==> config.mk <==
export PLATFORM = sky130hd
export DESIGN_NAME = cmp_share_arbiter
export DESIGN_NICKNAME = d
export VERILOG_FILES = /design/src/rtl/cmp_share_pkg.sv /design/src/rtl/cmp_share_arbiter_rr_pick.sv /design/src/rtl/cmp_share_arbiter.sv
export SDC_FILE = /design/constraint.sdc
export NUM_CORES = 1
export LEC_CHECK = 0
export CAP_MARGIN = 20
export CORE_ASPECT_RATIO = 0.7
export CORE_MARGIN = 2
export CORE_UTILIZATION = 29
export DETAILED_ROUTE_END_ITERATION = 12
export RECOVER_POWER = 25
export SETUP_SLACK_MARGIN = 0.2
export SLEW_MARGIN = 20
export SYNTH_ARGS = -nofsm -noshare
export SYNTH_HDL_FRONTEND = slang
export SYNTH_SLANG_ARGS = --single-unit
==> constraint.sdc <==
create_clock -name CLK -period 2.5 [get_ports CLK]
set_input_delay 0.25 -clock CLK [delete_from_list [all_inputs] [get_ports CLK]]
set_output_delay 0.25 -clock CLK [all_outputs]
set_load 0.1 [all_outputs]
==> src/rtl/cmp_share_pkg.sv <==
// cmp_share_pkg: shared types and constants for the comparator-sharing arbiter.
package cmp_share_pkg;

    // Sequencer states: one operation in flight at a time.
    typedef enum logic [1:0] {
        IDLE  = 2'd0,
        ISSUE = 2'd1,
        WAIT  = 2'd2,
        RESP  = 2'd3
    } state_t;

    // Latency counter width; holds OP_LAT-1 for OP_LAT up to 8.
    localparam int CNT_W = 3;

    // Width needed to hold an index in 0..value-1, never less than 1.
    function automatic int clog2(input int value);
        int r;
        r = 0;
        while ((1 << r) < value) begin
            r = r + 1;
        end
        if (r < 1) begin
            r = 1;
        end
        return r;
    endfunction

endpackage

==> src/rtl/cmp_share_arbiter_rr_pick.sv <==
// rr_pick: combinational round-robin search. Returns the first set request bit
// at or above PTR, wrapping modulo NREQ (NREQ need not be a power of two).
module rr_pick
    import cmp_share_pkg::*;
#(
    parameter int NREQ = 4,
    parameter int ID_W = clog2(NREQ)
) (
    input  logic [NREQ-1:0] REQ_R,
    input  logic [ID_W-1:0] PTR,
    output logic            VLD,
    output logic [ID_W-1:0] ID
);

    // Walk NREQ positions starting at PTR; the first hit wins.
    always_comb begin
        int idx;
        idx = 0;
        VLD = 1'b0;
        ID  = '0;
        for (int k = 0; k < NREQ; k++) begin
            idx = int'(PTR) + k;
            if (idx >= NREQ) begin
                idx = idx - NREQ;
            end
            if (!VLD && REQ_R[idx[ID_W-1:0]]) begin
                VLD = 1'b1;
                ID  = idx[ID_W-1:0];
            end
        end
    end

endmodule

==> src/rtl/cmp_share_arbiter.sv <==
// cmp_share_arbiter: shares one registered two-operand comparator among NREQ
// requesters. Grants round-robin, latches the winner's operands, issues them,
// waits OP_LAT cycles and returns the result to the granted requester.
// Optional build macro CMP_SHARE_OPCHK_EN adds a sticky ERR output that is set
// (and the result dropped) when the operator's R_OUT is low at capture time.
module cmp_share_arbiter
    import cmp_share_pkg::*;
#(
    parameter int N      = 16,
    parameter int NREQ   = 4,
    parameter int OP_LAT = 1
) (
    input  logic              CLK,
    input  logic              RST,
    input  logic              EN,
    input  logic [NREQ-1:0]   REQ_R,
    input  logic [NREQ*N-1:0] REQ_D1,
    input  logic [NREQ*N-1:0] REQ_D2,
    output logic [NREQ-1:0]   REQ_ACK,
    output logic              OP_R_IN,
    output logic [N-1:0]      OP_D_IN1,
    output logic [N-1:0]      OP_D_IN2,
    input  logic              OP_R_OUT,
    input  logic [N-1:0]      OP_D_OUT,
    output logic [NREQ-1:0]   RES_R,
    output logic [N-1:0]      RES_D,
`ifdef CMP_SHARE_OPCHK_EN
    output logic              ERR,
`endif
    output logic              BUSY
);

    localparam int               ID_W     = clog2(NREQ);
    localparam logic [CNT_W-1:0] CNT_INIT = CNT_W'(OP_LAT - 1);
    localparam logic [ID_W-1:0]  LAST_ID  = ID_W'(NREQ - 1);

    // Sequencer control
    state_t           state_q;
    state_t           state_d;
    logic [CNT_W-1:0] cnt_q;
    logic [CNT_W-1:0] cnt_d;
    logic [ID_W-1:0]  ptr_q;
    logic [ID_W-1:0]  ptr_d;
    logic [ID_W-1:0]  id_q;
    logic [ID_W-1:0]  id_d;

    // Arbitration results
    logic             pick_vld;
    logic [ID_W-1:0]  pick_id;
    logic [NREQ-1:0]  pick_oh;
    logic [NREQ-1:0]  id_oh;
    logic [N-1:0]     pick_d1;
    logic [N-1:0]     pick_d2;

    // Next values of the registered outputs
    logic [NREQ-1:0]  ack_nx;
    logic             opr_nx;
    logic [N-1:0]     d1_nx;
    logic [N-1:0]     d2_nx;
    logic [NREQ-1:0]  resr_nx;
    logic [N-1:0]     resd_nx;
    logic             busy_nx;
`ifdef CMP_SHARE_OPCHK_EN
    logic             err_nx;
`else
    // Operator ready is not consulted without the check feature.
    logic             unused_op_r_out;
    assign unused_op_r_out = OP_R_OUT;
`endif

    rr_pick #(
        .NREQ (NREQ),
        .ID_W (ID_W)
    ) u_rr_pick (
        .REQ_R (REQ_R),
        .PTR   (ptr_q),
        .VLD   (pick_vld),
        .ID    (pick_id)
    );

    assign pick_oh = NREQ'(1) << pick_id;
    assign id_oh   = NREQ'(1) << id_q;

    // Select the winning requester's operand pair from the packed buses.
    always_comb begin
        pick_d1 = '0;
        pick_d2 = '0;
        for (int i = 0; i < NREQ; i++) begin
            if (pick_id == ID_W'(i)) begin
                pick_d1 = REQ_D1[i*N +: N];
                pick_d2 = REQ_D2[i*N +: N];
            end
        end
    end

    // Next-state logic: everything holds while EN is low.
    always_comb begin
        state_d = state_q;
        cnt_d   = cnt_q;
        ptr_d   = ptr_q;
        id_d    = id_q;
        if (EN) begin
            case (state_q)
                IDLE: begin
                    if (pick_vld) begin
                        state_d = ISSUE;
                        id_d    = pick_id;
                        ptr_d   = (pick_id == LAST_ID) ? '0 : pick_id + 1'b1;
                    end
                end
                ISSUE: begin
                    state_d = WAIT;
                    cnt_d   = CNT_INIT;
                end
                WAIT: begin
                    if (cnt_q == '0) begin
                        state_d = RESP;
                    end else begin
                        cnt_d = cnt_q - 1'b1;
                    end
                end
                RESP: begin
                    state_d = IDLE;
                end
                default: begin
                    state_d = IDLE;
                end
            endcase
        end
    end

    // State, counter, pointer and owner-id registers.
    always_ff @(posedge CLK) begin
        if (RST) begin
            state_q <= IDLE;
            cnt_q   <= '0;
            ptr_q   <= '0;
            id_q    <= '0;
        end else begin
            state_q <= state_d;
            cnt_q   <= cnt_d;
            ptr_q   <= ptr_d;
            id_q    <= id_d;
        end
    end

    // Output decode: pulse outputs last one enabled cycle; with EN low every
    // output register holds, which stretches any pulse in progress.
    always_comb begin
        ack_nx  = REQ_ACK;
        opr_nx  = OP_R_IN;
        d1_nx   = OP_D_IN1;
        d2_nx   = OP_D_IN2;
        resr_nx = RES_R;
        resd_nx = RES_D;
        busy_nx = BUSY;
`ifdef CMP_SHARE_OPCHK_EN
        err_nx  = ERR;
`endif
        if (EN) begin
            busy_nx = (state_d != IDLE);
            ack_nx  = '0;
            opr_nx  = 1'b0;
            resr_nx = '0;
            case (state_q)
                IDLE: begin
                    if (pick_vld) begin
                        ack_nx = pick_oh;
                        opr_nx = 1'b1;
                        d1_nx  = pick_d1;
                        d2_nx  = pick_d2;
                    end
                end
                WAIT: begin
                    if (cnt_q == '0) begin
`ifdef CMP_SHARE_OPCHK_EN
                        if (!OP_R_OUT) begin
                            err_nx = 1'b1;
                        end else begin
                            resd_nx = OP_D_OUT;
                            resr_nx = id_oh;
                        end
`else
                        resd_nx = OP_D_OUT;
                        resr_nx = id_oh;
`endif
                    end
                end
                default: begin
                end
            endcase
        end
    end

    // Registered outputs; reset clears everything, dropping any in-flight result.
    always_ff @(posedge CLK) begin
        if (RST) begin
            REQ_ACK  <= '0;
            OP_R_IN  <= 1'b0;
            OP_D_IN1 <= '0;
            OP_D_IN2 <= '0;
            RES_R    <= '0;
            RES_D    <= '0;
            BUSY     <= 1'b0;
`ifdef CMP_SHARE_OPCHK_EN
            ERR      <= 1'b0;
`endif
        end else begin
            REQ_ACK  <= ack_nx;
            OP_R_IN  <= opr_nx;
            OP_D_IN1 <= d1_nx;
            OP_D_IN2 <= d2_nx;
            RES_R    <= resr_nx;
            RES_D    <= resd_nx;
            BUSY     <= busy_nx;
`ifdef CMP_SHARE_OPCHK_EN
            ERR      <= err_nx;
`endif
        end
    end

endmodule

* After elaboration in Yosys (flattened, before gate mapping) *
Cells that the tools add are included.

operators by class
  shift-type cells = 2
  order comparisons = 8
  muxes and demuxes = 41
  reductions and logical operators = 14
  add/subtract/negate cells = 9
  eq/ne operators = 7

operators with widths
  kind                   count
  $mux W16               8
  $mux W2                12
  $mux W4                4
  $lt A2 B3 Y1 const B   4
  $mux W1                10
  $ge A3 B3 Y1 const B   3
  $reduce_and A3 Y1      3
  $bmux W1 S2            4
  $eq A2 B2 Y1 const B   4
  $pmux W2 S4            1
  $shl A1 B2 Y4 const A  2
  $sub A2 B1 Y2 const B  4
  $add A2 B2 Y3 const B  2
  $pmux W3 S2            1
  $eq A2 B1 Y1 const B   2
  $logic_not A2 Y1       2
  $reduce_bool A2 Y1     2
  $add A2 B1 Y3 const B  1
  $ge A2 B3 Y1 const B   1
  $logic_and A1 B1 Y1    3
  $logic_not A1 Y1       3
  $logic_not A3 Y1       1
  $mux W3                1
  $sub A3 B1 Y3 const B  1
  other kinds (2)        2

word-level totals
  input bits = 152
  word-level logic and storage cells = 92
  flip-flop bits (word level) = 67
  output and inout bits = 58

* Depth between registers and ports, before layout *
Gate-level depths: netlist (run 1).

  word-level depth = 19
  gate-level depth with buffers = 11
  mapped depth without buffers = 9

* Hierarchy *
Synthesis (run 1) repeated with hierarchy kept, for this count alone.

second synthesis, totals
  cell total of the unflattened synthesis = 479
  area, all modules = 4,229.1 sq um

by module, submodules not included
  module             cells each  area an instance (sq um)  times used  sequential area each (sq um)
  cmp_share_arbiter  464         4,151.5                   1           1,341.3
  rr_pick            15          77.6                      1           0.0

* Least setup slack after synthesis (run 1) *
Ideal clock, no wire load.

  path type = register to register
  from = register ptr_q[1]
  to = register OP_D_IN1[11]
  stages on the path, launching flop included = 11
  buffers on the path = 2
  library setup time = 0.078 ns
  clock period less this slack = 2.240 ns
  arrival = 2.162 ns
  required time = 2.422 ns
  slack = 0.260 ns
  cell sequence = dfxtp_1 > mux2i_1 > nor2_1 > nor3_1 > ha_1 > buf_2 > clkbuf_1 > a21oi_1 > a221oi_1 > a211oi_1 > nor3_1

between the ends
  word-level cells in the longest chain between the ends = 19
  elaborated cells between the ends (all ways) = 46
  classes of those cells = add/sub (7); order compare (4); eq/ne (3); mux (24); reduce/logical (8)

RTL lines
  item                                                                    line                             text
  start: declaration                                                      cmp_share_arbiter.sv:42          logic [ID_W-1:0] ptr_q;
  start signal: assignment                                                cmp_share_arbiter.sv:142         ptr_q <= ptr_d;
  parallel branches: the longest is 13 deep, another holds $add A2 B1 Y3  --
  $mux W2 (*)                                                             cmp_share_arbiter_rr_pick.sv:26  if (!VLD && REQ_R[idx[ID_W-1:0]]) begin
  net pick_id[0]                                                          cmp_share_arbiter.sv:49          logic [ID_W-1:0] pick_id;
  $logic_not A2 Y1                                                        cmp_share_arbiter.sv:89          if (pick_id == ID_W'(i)) begin
  $mux W16 (3 in series)                                                  cmp_share_arbiter.sv:89
  $mux W16 (*)                                                            cmp_share_arbiter.sv:89
  end signal: assignment                                                  cmp_share_arbiter.sv:211         OP_D_IN1 <= d1_nx;
  end: declaration                                                        cmp_share_arbiter.sv:21          output logic [N-1:0] OP_D_IN1,

Mark *: on every way through the listed nets, which the timed path passes. The select of a mux whose other input is x is not followed.
A chain may end at the register's enable or synchronous reset.

* Worst setup path in the final report (run 1) *
  from = register ptr_q[1]
  to = register OP_D_IN1[4]

between the ends
  word-level cells in the longest chain between the ends = 19
  elaborated cells between the ends (all ways) = 46
  classes of those cells = add/sub (7); order compare (4); eq/ne (3); mux (24); reduce/logical (8)

RTL lines
  item
  parallel branches: the longest is 19 deep, another holds $add A2 B1 Y3

Parallel ways; which one is timed is not known. The select of a mux whose other input is x is not followed.

==> impl_metrics.tcl, run 1 <==
set metrics [dict create \
    status "complete, no violations" \
    tightest_slew_ns 1.220 \
    diodes 0 \
    stdcell_area_um2 6514 \
    place_area_um2 5998 \
    crit_chain "a21oi_1, o21a_1, o22ai_2, buf_4, buf_4, ha_2, buf_12, buf_12, nand3b_1, a221oi_1, a211oi_1, nor3_1" \
    fin_util 0.5226 \
    port_buffers 208 \
    power_leakage_uw 0.002468 \
    dp.cells 831 \
    clkSinkCount 67 \
    grt_use_total 0.1872 \
    syn_nets 635 \
    skew_ns 0.003887 \
    cts_hold_buf 0 \
    arrival_ns 2.49 \
    area_growth_pct 74.70 \
    maxCapViolations 0 \
    p_clk_frac 0.306 \
    rows 34 \
    seq_area_frac_synth 0.3597 \
    r2r-start "ptr_q[1]" \
    relSlewSlack 0.1903 \
    crit_type "reg2reg" \
    ctsHtreeMaxLevel 3 \
    numCtsBuffers 9 \
    viasPerCell 5.040 \
    ff2ff_setup_slack_ns 0.24 \
    crit_path_start "ptr_q[1]" \
    clk_latency_ns 0.33 \
    yosys_warnings 0 \
    nNetsFinal 847 \
    dpl.hpwl_um 9955 \
    die_h_um 98.87 \
    place_congestion 0.8560 \
    cp_slowest_cell "dfxtp_4" \
    grt_max_degree 39 \
    end_kind "flop" \
    synth_area_um2 3729 \
    clk_pin_slew_ns 0.05 \
    path_max_fanout 10 \
    root_buffer "clkbuf_16" \
    drtPass1Iterations 4 \
    slowest_delay_ns 0.38 \
    top_usage_layer "met2" \
    antenna_found_initial 0 \
    overflow 0 \
    fmax_mhz 443.2 \
    vias 4299 \
    wire_per_inst_um 16.35 \
    ir_drop_uv 349.9 \
    syn_inst 474 \
    period_needed_ns 2.256 \
    hp-start "RES_D[3]" \
    grt_pass1_wl_um 20930 \
    start_util 0.2991 \
    p_int_uw 2836 \
    use_met3 0.04422 \
    sequentialPowerShare 0.271 \
    drtIter0Drc 205 \
    finalHoldViolations 0 \
    hold_class "reg2reg" \
    ant_nets 0 \
    p_comb_frac 0.424 \
    finalSetupViolCount 0 \
    drive_gt1_frac 0.2055 \
    cts_tree "yes" \
    gr-usage-met1 0.2452 \
    avgSynthCellArea_um2 7.866 \
    first_global_vias 4111 \
    ios 210 \
    clock_path_buffers 2 \
    synth_seq_cells 67 \
    mostFrequentLayoutCells "clkdlybuf4s50_1, dfxtp_1, a21oi_1" \
    die_x_um 139.5 \
    setup-tns-final_ns 0 \
    startpoint_type "flop" \
    netSwitchingPower_uw 1684 \
    drc 0 \
    powerDensity_nw_per_um2 694.0 \
    cp_data_required_time_ns 2.73 \
    fin_crit_sh 0.9025 \
    mostFrequentLayoutCell "clkdlybuf4s50_1" \
    swShare 0.3726 \
    synth.distinct_cells 39 \
    finalPower_uw 4520 \
    die-area_um2 13790 \
    core_um2 12460 \
    rsz0062_at_grt "true" \
    drt-total-wl_um 13950 \
    fin_cells 853 \
    gr-usage-met2 0.3081 \
    slew_viol_final 0 \
]
synth_stat cells:
| master | n | area, µm² |
|---|---|---|
| a211oi_1 | 33 | 247.7 |
| o41ai_1 | 1 | 8.760 |
| a2111oi_0 | 1 | 8.760 |
| nor3_1 | 36 | 180.2 |
| clkbuf_1 | 31 | 116.4 |
| mux2i_1 | 2 | 20.02 |
| nand3_4 | 1 | 17.52 |
| o21a_1 | 2 | 15.01 |
| buf_2 | 6 | 30.03 |
| o21ba_2 | 1 | 10.01 |
| nand2b_1 | 1 | 6.260 |
| nor3b_2 | 1 | 12.51 |
| and3_4 | 1 | 11.26 |
| a221oi_1 | 32 | 280.3 |
| o31ai_1 | 1 | 7.510 |
| buf_6 | 5 | 56.30 |
| a311oi_1 | 2 | 17.52 |
| nor2_1 | 31 | 116.4 |
| nor2_2 | 19 | 118.9 |
| inv_1 | 41 | 153.9 |
| a32oi_1 | 1 | 8.760 |
| o22ai_1 | 1 | 6.260 |
| dfxtp_1 | 67 | 1341 |
| or4_4 | 1 | 11.26 |
| a21oi_1 | 57 | 285.3 |
| buf_1 | 2 | 7.510 |
| xnor2_1 | 1 | 8.760 |
| o31a_1 | 1 | 8.760 |
| buf_8 | 1 | 15.01 |
| clkinv_1 | 1 | 3.750 |
| o21ai_0 | 1 | 5.000 |
| ha_1 | 9 | 112.6 |
| and3_1 | 1 | 6.260 |
| nor2b_1 | 1 | 6.260 |
| a22oi_1 | 5 | 37.54 |
| nand3b_1 | 36 | 270.3 |
| a21o_1 | 1 | 7.510 |
| nand2_1 | 38 | 142.6 |
| nand4b_1 | 1 | 8.760 |
through the flow:
stage / setup WS [ns] / hold slack [ns]
2_1_floorplan: 0.2604 / 0.3860
3_3_place_gp: -0.1616 / 0.4437
3_5_place_dp: -0.2420 / 0.4488
4_1_cts: 0.2028 / 0.4566
5_1_grt: 0.1494 / 0.4736
6_report: 0.2438 / 0.4529
power groups by stage:
stage	Combinational [µW]	Clock, µW	Sequential [µW]
after floorplan	605	0	1800
after global placement	1780	0	1240
after detailed placement	1790	0	1240
after CTS	1810	1420	1220
after global routing	2030	1460	1230
final	1920	1380	1220
path summary, 6_finish.rpt:
check        depth (start not counted)          end
min reg2reg                          2     RES_D[3]
max                                 12  OP_D_IN1[4]
min                                  2     RES_D[3]
max reg2reg                         12  OP_D_IN1[4]
layout make-up:
| type | instances | area, µm² |
|---|---|---|
| clock buffer | 12 | 256.5 |
| clock inverter | 4 | 72.57 |
| fill | 1193 | 5951 |
| inverter | 42 | 157.7 |
| multi-input combinational | 320 | 2200 |
| sequential | 67 | 1346 |
| tap | 162 | 202.7 |
| timing repair buffer | 246 | 2278 |
logic make-up after synthesis:
logic type	after synthesis	synth area share
buffers and inverters	87	0.1027
AOI/OAI and AO/OA	140	0.2560
DFF	67	0.3597
adders and majority gates	9	0.03020
muxes	2	0.005369
xor gates and xnor gates	1	0.002349
and+or+nand+nor	168	0.2436
state kept, by name, indices dropped and copies added, names as in the netlist:
signal,flops
BUSY,1
id_q,2
OP_D_IN1,16
cnt_q,3
REQ_ACK,4
state_q,2
RES_R,4
OP_R_IN,1
ptr_q,2
OP_D_IN2,16
RES_D,16
worst max-delay path: cells and delay by family, from the launching register on:
family                   cells  cell delay (ns)
AND/OR/NAND/NOR              2             0.31
buffers and inverters        4             0.54
adder cells (fa/ha/maj)      1             0.20
AO/OA/AOI/OAI                5             0.73
flip-flops                   1             0.38
what timing repair did:
item,4_1_cts,5_1_grt
cloned,0,2
endpoints found under the setup margin,31,32
buffers inserted,0,4
gates resized for setup,3,40
pin swaps,1,21
metal layers:
metal / part of all wire / routed length [µm]
met1: 0.45 / 6246
met2: 0.47 / 6552
met3: 0.066 / 924
met4: 0.016 / 226
met5: 0 / 0
(Power assumes the default switching activity.)
==> run 2: changes to the inputs <==
- CTS_CLUSTER_SIZE: default -> 14
==> results of run 2 <==
The final DEF is identical to that of run 1; final timing and power are the same.
